--- src/rtl/if_mem_resp.sv ---
// if_mem_resp: responder end of the CPU instruction-fetch port.
// Serves fetches from a one-word tagged buffer. On a miss it stalls the core
// and assembles the word little-endian from a byte-wide memory (req/ack).
// Optional background prefetch of the next word: define IF_MEM_PREFETCH_EN.
// MEM_AW must be in 1..32.
module if_mem_resp #(
  parameter int unsigned MEM_AW    = 17,
  parameter logic [31:0] INIT_DATA = 32'h0000_0000
) (
  input  logic              clk,
  input  logic              rst,
  input  logic              rom_ce_i,
  input  logic [31:0]       rom_addr_i,
  output logic [31:0]       rom_data_o,
  output logic              stallreq_o,
  output logic              mem_req_o,
  output logic [MEM_AW-1:0] mem_addr_o,
  input  logic              mem_ack_i,
  input  logic [7:0]        mem_data_i
);

  localparam int unsigned TAG_W = 30;

  typedef enum logic {IDLE, FETCH} state_t;

  state_t           state;
  logic [TAG_W-1:0] buf_tag;
  logic [31:0]      buf_word;
  logic             buf_valid;
  logic [TAG_W-1:0] fetch_tag;
  logic [1:0]       byte_idx;
  logic [23:0]      asm_word;

  logic [TAG_W-1:0] addr_tag;
  logic             hit;
  logic             miss;
  logic             ack_ok;
  logic             restart;
  logic             unused_addr_bits;

`ifdef IF_MEM_PREFETCH_EN
  logic [TAG_W-1:0] pf_tag;
  logic [31:0]      pf_word;
  logic             pf_valid;
  logic             is_pf;
  logic [TAG_W-1:0] next_tag;
  logic             pf_hit;
  logic             claim_pf;
`endif

  // Byte address of lane idx within word tag, truncated to the memory width
  function automatic logic [MEM_AW-1:0] byte_addr(input logic [TAG_W-1:0] tag,
                                                  input logic [1:0] idx);
    return MEM_AW'({tag, idx});
  endfunction

  // Hit/miss decode against the demand buffer; outputs quiet during reset
  always_comb begin
    addr_tag   = rom_addr_i[31:2];
    hit        = rom_ce_i & buf_valid & (buf_tag == addr_tag);
    miss       = rom_ce_i & ~hit;
    rom_data_o = (hit & ~rst) ? buf_word : INIT_DATA;
    stallreq_o = miss & ~rst;
    ack_ok     = mem_ack_i & mem_req_o & (state == FETCH);
    restart    = miss & (addr_tag != fetch_tag);
  end

  assign unused_addr_bits = ^rom_addr_i[1:0];

`ifdef IF_MEM_PREFETCH_EN
  // Prefetch bookkeeping: next sequential word and demand takeover of a prefetch
  always_comb begin
    next_tag = buf_tag + 30'd1;
    pf_hit   = pf_valid & (pf_tag == addr_tag);
    claim_pf = is_pf & miss & (addr_tag == fetch_tag);
  end
`endif

  // Fetch FSM, buffer(s) and registered memory request
  always_ff @(posedge clk) begin
    if (rst) begin
      state      <= IDLE;
      buf_valid  <= 1'b0;
      buf_tag    <= '0;
      buf_word   <= '0;
      fetch_tag  <= '0;
      byte_idx   <= 2'd0;
      asm_word   <= '0;
      mem_req_o  <= 1'b0;
      mem_addr_o <= '0;
`ifdef IF_MEM_PREFETCH_EN
      pf_valid   <= 1'b0;
      pf_tag     <= '0;
      pf_word    <= '0;
      is_pf      <= 1'b0;
`endif
    end else begin
      case (state)
        IDLE: begin
`ifdef IF_MEM_PREFETCH_EN
          if (miss && pf_hit) begin
            // Promote the prefetched word; hit visible next cycle
            buf_word <= pf_word;
            buf_tag  <= pf_tag;
            pf_valid <= 1'b0;
          end else if (miss) begin
            fetch_tag  <= addr_tag;
            byte_idx   <= 2'd0;
            is_pf      <= 1'b0;
            mem_req_o  <= 1'b1;
            mem_addr_o <= byte_addr(addr_tag, 2'd0);
            state      <= FETCH;
          end else if (hit && (!pf_valid || pf_tag != next_tag)) begin
            fetch_tag  <= next_tag;
            byte_idx   <= 2'd0;
            is_pf      <= 1'b1;
            mem_req_o  <= 1'b1;
            mem_addr_o <= byte_addr(next_tag, 2'd0);
            state      <= FETCH;
          end
`else
          if (miss) begin
            fetch_tag  <= addr_tag;
            byte_idx   <= 2'd0;
            mem_req_o  <= 1'b1;
            mem_addr_o <= byte_addr(addr_tag, 2'd0);
            state      <= FETCH;
          end
`endif
        end

        FETCH: begin
`ifdef IF_MEM_PREFETCH_EN
          if (claim_pf) begin
            is_pf <= 1'b0;
          end
`endif
          if (ack_ok) begin
            if (restart) begin
              // Outstanding byte done; drop partial word and chase the new address
              fetch_tag  <= addr_tag;
              byte_idx   <= 2'd0;
              mem_addr_o <= byte_addr(addr_tag, 2'd0);
`ifdef IF_MEM_PREFETCH_EN
              is_pf      <= 1'b0;
`endif
            end else if (byte_idx != 2'd3) begin
              case (byte_idx)
                2'd0:    asm_word[7:0]   <= mem_data_i;
                2'd1:    asm_word[15:8]  <= mem_data_i;
                default: asm_word[23:16] <= mem_data_i;
              endcase
              byte_idx   <= byte_idx + 2'd1;
              mem_addr_o <= byte_addr(fetch_tag, byte_idx + 2'd1);
            end else begin
`ifdef IF_MEM_PREFETCH_EN
              if (is_pf && !claim_pf) begin
                pf_word  <= {mem_data_i, asm_word};
                pf_tag   <= fetch_tag;
                pf_valid <= 1'b1;
              end else begin
                buf_word  <= {mem_data_i, asm_word};
                buf_tag   <= fetch_tag;
                buf_valid <= 1'b1;
              end
              is_pf     <= 1'b0;
`else
              buf_word  <= {mem_data_i, asm_word};
              buf_tag   <= fetch_tag;
              buf_valid <= 1'b1;
`endif
              mem_req_o <= 1'b0;
              state     <= IDLE;
            end
          end
        end

        default: state <= IDLE;
      endcase
    end
  end

endmodule

--- config.mk ---
export PLATFORM = sky130hd
export DESIGN_NAME = if_mem_resp
export DESIGN_NICKNAME = d
export VERILOG_FILES = /design/src/rtl/if_mem_resp.sv
export SDC_FILE = /design/constraint.sdc
export NUM_CORES = 1
export LEC_CHECK = 0
export ABC_AREA = 1
export CORE_MARGIN = 10
export CORE_UTILIZATION = 40
export CTS_CLUSTER_DIAMETER = 80
export DETAILED_ROUTE_END_ITERATION = 16
export HOLD_SLACK_MARGIN = 0.03
export PLACE_DENSITY_LB_ADDON = 0.15
export SLEW_MARGIN = 5
export SYNTH_ARGS = -nofsm -noshare
export SYNTH_HDL_FRONTEND = slang
export SYNTH_SLANG_ARGS = --single-unit
--- constraint.sdc ---
create_clock -name clk -period 2.6 [get_ports clk]
set_input_delay 0.26 -clock clk [delete_from_list [all_inputs] [get_ports clk]]
set_output_delay 0.26 -clock clk [all_outputs]
set_load 0.005 [all_outputs]
==> run summary, run 1 <==
Status - finished clean
Initial detailed-routing violation count - 347
Simple-gate portion of the synthesized area - 37.2%
Leakage - 4.51 nW
Pin count of the biggest net entering global routing - 88
Final setup margin - 153 ps
Endpoint class of the critical path - output port
ANT cells - 0
Max-cap viol count - 0
Critical R2R Capture - fetch_tag[23]$_SDFFE_PP0P_
CTS tree - built
Reg2Reg Setup Slack - 490 ps
Unrepaired setup endpoints after global routing - false
Nets - 1253
IO Pins - 95
Post-Synth Adder-Cell Area - 0.550%
Avg Inst Size Synth - 6.28 µm²
Hold Crit Class - primary input to flip-flop
Max-slew violation count - 0
Die Ht - 151 µm
CP Max Fanout - 16
Hold_sp - rst
Vias - 6634
Max Clock Skew - 8.52 ps
Crit path cell chain - clkdlybuf4s50_1 > inv_1 > nand2_1 > nand4_1 > nor2_1 > nand2_1 > nor2_4 > nand3_4 > clkbuf_16 > buf_4 > nor2_1 > dlygate4sd2_1
CTS H-Tree Depth - 4
Worst vdd ir - 0.466 mV
Clock buffer depth - 2
FF+latch count, synth - 136
Initial antenna violation count - 0
Critical R2R Launch - buf_tag[22]$_SDFFE_PP0P_
Compound-Gate Fraction of Synth Area - 6.54%
Post-synthesis net count - 1134
Synth async-reset ratio - 0%
Critical Path RT - 2340 ps
Actual transition at the worst max-transition pin - 946 ps
Syn. warnings - 0
Final Wtd Congestion - 0.813
Setup CP Type - primary input to output port
Kind of cell adding the most delay to the critical path - buffers and inverters
GRT Total Usage - 16.9%
First-pass GRT wire length - 30600 µm
WL/cell - 13.2 µm
I/O Buffers - 92
Total congestion overflow - 0
Clk Latency, worst-skew pair - 430 ps
Pre-CTS setup slack - -37.0 ps
Row cnt - 47
# clock sinks - 136
# setup viols final - 0
CORE AREA - 16600 µm²
Pre-Repair DR Iteration Count - 5
Hold buffer count at CTS - 0
Total Wirelength - 19100 µm
Final worst path period share - 94.1%
Prevailing post-synth register cell - dfxtp_1
Syn-to-layout area delta - 33.0%
Root Buffer - clkbuf_16
Tmin final - 2450 ps
Largest family of logic cells by synthesized area - simple AND/OR/NAND/NOR gates
CP max stage cell - clkdlybuf4s50_1
Reg2Reg Depth - 15
Number of flops mapped to enable cells by yosys - 0
Clock transition at path regs - 60 ps
Pwr dens - 587 nW/µm²
Mapped cell area - 6830 µm²
Num CTS Buffers - 17
Worst Hold Depth - 4
Die width - 151 µm
Critical Path Source Type - primary input
CP max stage delay - 550 ps
DP HPWL - 12900 µm
Worst path arrival time - 2190 ps
Vias in the first global route - 6047
Final Hold Vio Count - 0
Antenna Nets Post-Route - 0
Relative slew slack - 36.9%
Cell variety after synth - 23
Synth Area in XOR/XNOR - 3.21%
Die area - 22700 µm²
Achievable Freq - 409 MHz
Post-route DRC - 0
Via density - 4.61
Hold path endpoint - mem_req_o$_SDFFE_PP0P_
Initial Utilization - 41.0%
Sequential area share after synthesis - 39.9%
Post-synthesis mux area share - 0%
Worst path bufs/invs - 5
Layout Utilization - 54.6%
Synthesized instance count - 1087
Share of cells above drive strength 1 - 10.5%
## cell usage after synthesis, types with 5 or more instances
| cell | instances | area share [%] |
|---|---|---|
| a21oi_1 | 87 | 6.4 |
| buf_2 | 15 | 1.1 |
| buf_4 | 7 | 0.77 |
| clkbuf_1 | 32 | 1.8 |
| dfxtp_1 | 136 | 40 |
| inv_1 | 153 | 8.4 |
| inv_2 | 5 | 0.27 |
| nand2_1 | 361 | 20 |
| nand3_1 | 95 | 7.0 |
| nand4_1 | 19 | 1.7 |
| nor2_1 | 135 | 7.4 |
| xnor2_1 | 22 | 2.8 |
## layout make-up
type	count	area [µm²]
clock buffers	17	425
inverters	160	603
clock inverters	15	156
fillers	1708	7560
multi-input cells	736	3300
flip-flops and latches	136	2730
well taps	220	275
repair buffers	155	1590
## routing by layer
layer / global-route usage [%] / routed length [µm] / vias up
met5: 0 / 0 / -
met4: 6.02 / 385 / 0
met3: 3.63 / 703 / 24
met2: 28.2 / 8920 / 132
met1: 21.0 / 9050 / 2935
li1: - / - / 3543
## state kept, by name, indices dropped and copies added, names as in the netlist
register,count
asm_word,24
buf_tag,30
buf_valid,1
buf_word,32
fetch_tag,30
mem_addr_o,17
mem_req_o,1
state,1
## where the power goes
group	switching [mW]	internal, mW
Sequential	0.0561	2.16
Clock	1.10	1.28
Combinational	0.407	0.323
Total	1.56	3.77
## layout by cell type (no fill, tap or decap), types with 2 or more instances in the layout
cell,synthesis,final
nand3_1,95,94
nand3_4,1,2
nor2_4,1,3
nand2_2,4,8
clkinv_8,0,2
dfxtp_1,136,129
inv_2,5,5
xnor2_1,22,20
nand4_1,19,19
clkdlybuf4s50_1,0,50
dlymetal6s2s_1,0,39
clkinvlp_4,0,2
inv_1,153,153
nor2_1,135,135
buf_12,0,7
clkbuf_16,0,18
xor2_1,3,2
ha_1,3,3
inv_6,0,5
dfxtp_2,0,7
nand2_1,361,357
a21oi_1,87,87
buf_4,7,55
dlygate4sd2_1,0,2
inv_8,0,5
xnor2_2,0,2
## worst max path at each step
| stage | startpoint | to | cells after the start |
|---|---|---|---|
| floorplan | mem_addr_o[0]$_SDFFE_PP0P_ | asm_word[23]$_SDFFE_PP0P_ | 7 |
| global placement | rom_addr_i[24] | rom_data_o[30] | 10 |
| detailed placement | rom_addr_i[24] | rom_data_o[30] | 10 |
| CTS | rom_addr_i[13] | rom_data_o[23] | 11 |
| global route | buf_tag[1]$_SDFFE_PP0P_ | rom_data_o[30] | 12 |
| finish | rom_addr_i[2] | rom_data_o[30] | 12 |
## repair_timing
action / in CTS / in global routing
pin swaps: 0 / 0
endpoints found under the setup margin: 33 / 31
setup buffers: 0 / 1
gates cloned: 0 / 1
gates resized for setup: 6 / 52
## cells by family (layout without fill, tap and decap cells)
group,after synthesis,after routing
AO/OA/AOI/OAI,88,88
XOR/XNOR,25,25
adder cells (fa/ha/maj),3,3
buffers and inverters,215,347
flip-flops,136,136
AND/OR/NAND/NOR,620,620
## stage by stage
step	power [mW]	std cells	setup TNS [ps]	hold slack (ps)	cell area, µm²
detailed placement	3.00	1405	-233	453	8310
global placement	2.99	1405	-413	438	8310
floorplan	2.67	1087	0	395	6830
global route	5.58	1439	0	184	9080
CTS	5.38	1437	0	163	8910
finish	5.33	1439	0	164	9080
## worst register-to-register path, stage by stage (launching register included)
cell      delay (ps)
dfxtp_2          330
xnor2_2          210
nand2_1           80
nor2_1           110
nand2_1           90
nor2_4           150
buf_4            130
nand2_2           70
nand2_1          110
buf_4            120
a21boi_2          70
nand2_2          100
buf_12           230
nand2_1          120
nand2_1           60
nor2_1            40
No activity file was read; power rests on OpenSTA's default activity.
==> run 2, diff against run 1 <==
CORE_ASPECT_RATIO = 1.1   (was unset)
==> run 2 against run 1 <==
Compared with the run above: die area about the same; worst hold slack better by 41 ps; sequential power about the same; non-clock buffer count unchanged; setup slack worse by 69 ps; register-to-register slack worse by 60 ps; first-iteration DRC count down 14%; combinational power about the same; largest cell class unchanged; largest power group is now sequential cells.
==> run summary, run 2 (synthesis gave the netlist of run 1 again) <==
Status - finished clean (unchanged)
Syn-to-layout area delta - 32.1% (was 33.0%)
Relative slew slack - 35.3% (was 36.9%)
Max Clock Skew - 8.86 ps (was 8.52 ps)
Clock buffer depth - 2 (unchanged)
Antenna Nets Post-Route - 0 (unchanged)
Filler cells - 1731 (was 1708)
WL/cell - 13.6 µm (was 13.2 µm)
IO Pins - 95 (unchanged)
Endpoint class of the critical path - output port (unchanged)
Largest Register - buf_word (unchanged)
CTS tree - built (unchanged)
Vias - 6673 (was 6634)
Root Buffer - clkbuf_16 (unchanged)
Actual transition at the worst max-transition pin - 970 ps (was 946 ps)
CTS H-Tree Depth - 4 (unchanged)
Via density - 4.67 (was 4.61)
Leakage - 4.41 nW (was 4.51 nW)
Post-route DRC - 0 (unchanged)
Row cnt - 50 (was 47)
Reg power frac - 43.2% (was 41.6%)
FF+latch area - 2730 µm² (about the same)
Setup CP Type - primary input to output port (unchanged)
Total congestion overflow - 0 (unchanged)
Vias in the first global route - 6048 (was 6047)
Achievable Freq - 397 MHz (was 409 MHz)
Reg2Reg Setup Slack - 430 ps (was 490 ps)
Initial antenna violation count - 1 (was 0)
Num CTS Buffers - 17 (unchanged)
Pre-CTS setup slack - -26.0 ps (was -37.0 ps)
Final worst path period share - 96.8% (was 94.1%)
First-pass GRT wire length - 30500 µm (was 30600 µm)
Final Hold Vio Count - 0 (unchanged)
Pin count of the biggest net entering global routing - 88 (unchanged)
Worst vdd ir - 0.477 mV (was 0.466 mV)
CP Max Fanout - 4 (was 16)
Critical Path Source Type - primary input (unchanged)
Placed insts - 1390 (was 1405)
# clock sinks - 136 (unchanged)
NetSw - 1.37 mW (was 1.56 mW)
DP HPWL - 12900 µm (about the same)
Initial Utilization - 40.4% (was 41.0%)
Clock transition at path regs - 60 ps (about the same)
Pwr dens - 570 nW/µm² (was 587 nW/µm²)
Final setup margin - 83.9 ps (was 153 ps)
# setup viols final - 0 (unchanged)
Hold_sp - rst (unchanged)
Total Wirelength - 19400 µm (was 19100 µm)
Critical Path RT - 2340 ps (about the same)
Clock power share - 42.5% (was 44.7%)
Initial detailed-routing violation count - 299 (was 347)
Die Ht - 157 µm (was 151 µm)
Internal - 3.77 mW (about the same)
Final cell count without fillers - 1428 (was 1439)
Most frequent cells in the layout - nand2_1, inv_1, nor2_1 (unchanged)
CORE AREA - 16900 µm² (was 16600 µm²)
Final Wtd Congestion - 0.851 (was 0.813)
Tmin final - 2520 ps (was 2450 ps)
Max FFs per register - 32 (unchanged)
Layout Utilization - 53.4% (was 54.6%)
Area of the multi-input gates - 3300 µm² (about the same)
Die width - 145 µm (was 151 µm)
Logic gate share of total power - 14.2% (was 13.7%)
Worst path arrival time - 2260 ps (was 2190 ps)
Leading cell type in the layout, fill and taps excluded - nand2_1 (unchanged)
Clk Latency, worst-skew pair - 420 ps (was 430 ps)
Die area - 22700 µm² (about the same)
Hold buffer count at CTS - 0 (unchanged)
Nets - 1253 (unchanged)
Final setup TNS - 0 ps (unchanged)
Hold Crit Class - primary input to flip-flop (unchanged)
Sw Share - 26.6% (was 29.3%)
Max-slew violation count - 0 (unchanged)
Max-cap viol count - 0 (unchanged)
GRT Total Usage - 16.9% (about the same)
Share of cells above drive strength 1 - 10.3% (was 10.5%)
Pre-Repair DR Iteration Count - 6 (was 5)
Worst Hold Depth - 4 (unchanged)
I/O Buffers - 92 (unchanged)
Critical R2R Capture - asm_word[16]$_SDFFE_PP0P_ (was fetch_tag[23]$_SDFFE_PP0P_)
Reg2Reg Depth - 12 (was 15)
Critical R2R Launch - buf_tag[12]$_SDFFE_PP0P_ (was buf_tag[22]$_SDFFE_PP0P_)
Hold path endpoint - mem_req_o$_SDFFE_PP0P_ (unchanged)
Top Registers - buf_word (32), buf_tag (30), fetch_tag (30) (unchanged)
run 2: metal layers:
layer	vias to the layer above	global-route usage [%]	part of all wire [%]
li1	3551	-	-
met1	2962	20.8	46
met2	133	28.4	48
met3	27	3.71	4.8
met4	0	6.17	2.0
met5	-	0	0
run 2: how the worst max path moves through the flow:
stage | startpoint | slack (ps) | endpoint | depth (start not counted)
after global routing | rom_addr_i[11] | -7 | rom_data_o[4] | 12
after CTS | buf_tag[21]$_SDFFE_PP0P_ | 6 | rom_data_o[16] | 12
after global placement | rom_addr_i[3] | -20 | stallreq_o | 12
after detailed placement | rom_addr_i[3] | -30 | stallreq_o | 12
after floorplan | mem_addr_o[0]$_SDFFE_PP0P_ | 680 | asm_word[23]$_SDFFE_PP0P_ | 7
final | rom_addr_i[6] | 80 | stallreq_o | 13
run 2: worst max-delay path, cell delays in order:
cell and delay [ps]:
clkdlybuf4s50_1 530, inv_1 70, nand2_1 70, nand2_1 90, nand2_1 80, nor2_1 40, nand2_1 100, nor2_4 60
buf_4 130, nand2_2 90, nand2_2 90, nor2_4 120, clkdlybuf4s50_1 510
run 2: what timing repair did:
action,in CTS,in global routing
pin swaps,1,5
gates cloned,1,1
resized for setup,21,40
setup endpoints to repair,33,28
setup buffers,1,2
run 2: power by group through the flow:
stage / registers (mW) / clock network (mW) / logic [mW]
detailed placement: 2.27 / 0 / 0.735
CTS: 2.22 / 2.23 / 0.738
floorplan: 2.26 / 0 / 0.406
finish: 2.22 / 2.18 / 0.732
global route: 2.23 / 2.32 / 0.827
global placement: 2.27 / 0 / 0.730
run 2: layout make-up:
| cell class | count | share of cell area, % |
|---|---|---|
| diodes | 1 | 0.0277 |
| inverters | 160 | 6.69 |
| clock buffers | 24 | 5.34 |
| multi-input cells | 736 | 36.6 |
| flip-flops and latches | 136 | 30.3 |
| well taps | 208 | 2.89 |
| repair buffers | 155 | 17.6 |
| clock inverters | 8 | 0.527 |
run 2: through the flow:
stage          power (mW)  hold slack (ps)  instance area, µm²
2_1_floorplan        2.67              395                6830
3_3_place_gp         3.00              440                8280
3_5_place_dp         3.00              444                8280
4_1_cts              5.19              164                8880
5_1_grt              5.38              208                9020
6_report             5.14              205                9020
==> run 3, diff against run 2 <==
CAP_MARGIN = 15   (was unset)
==> results of run 3 <==
The final DEF is identical to that of run 2; final timing and power are the same.
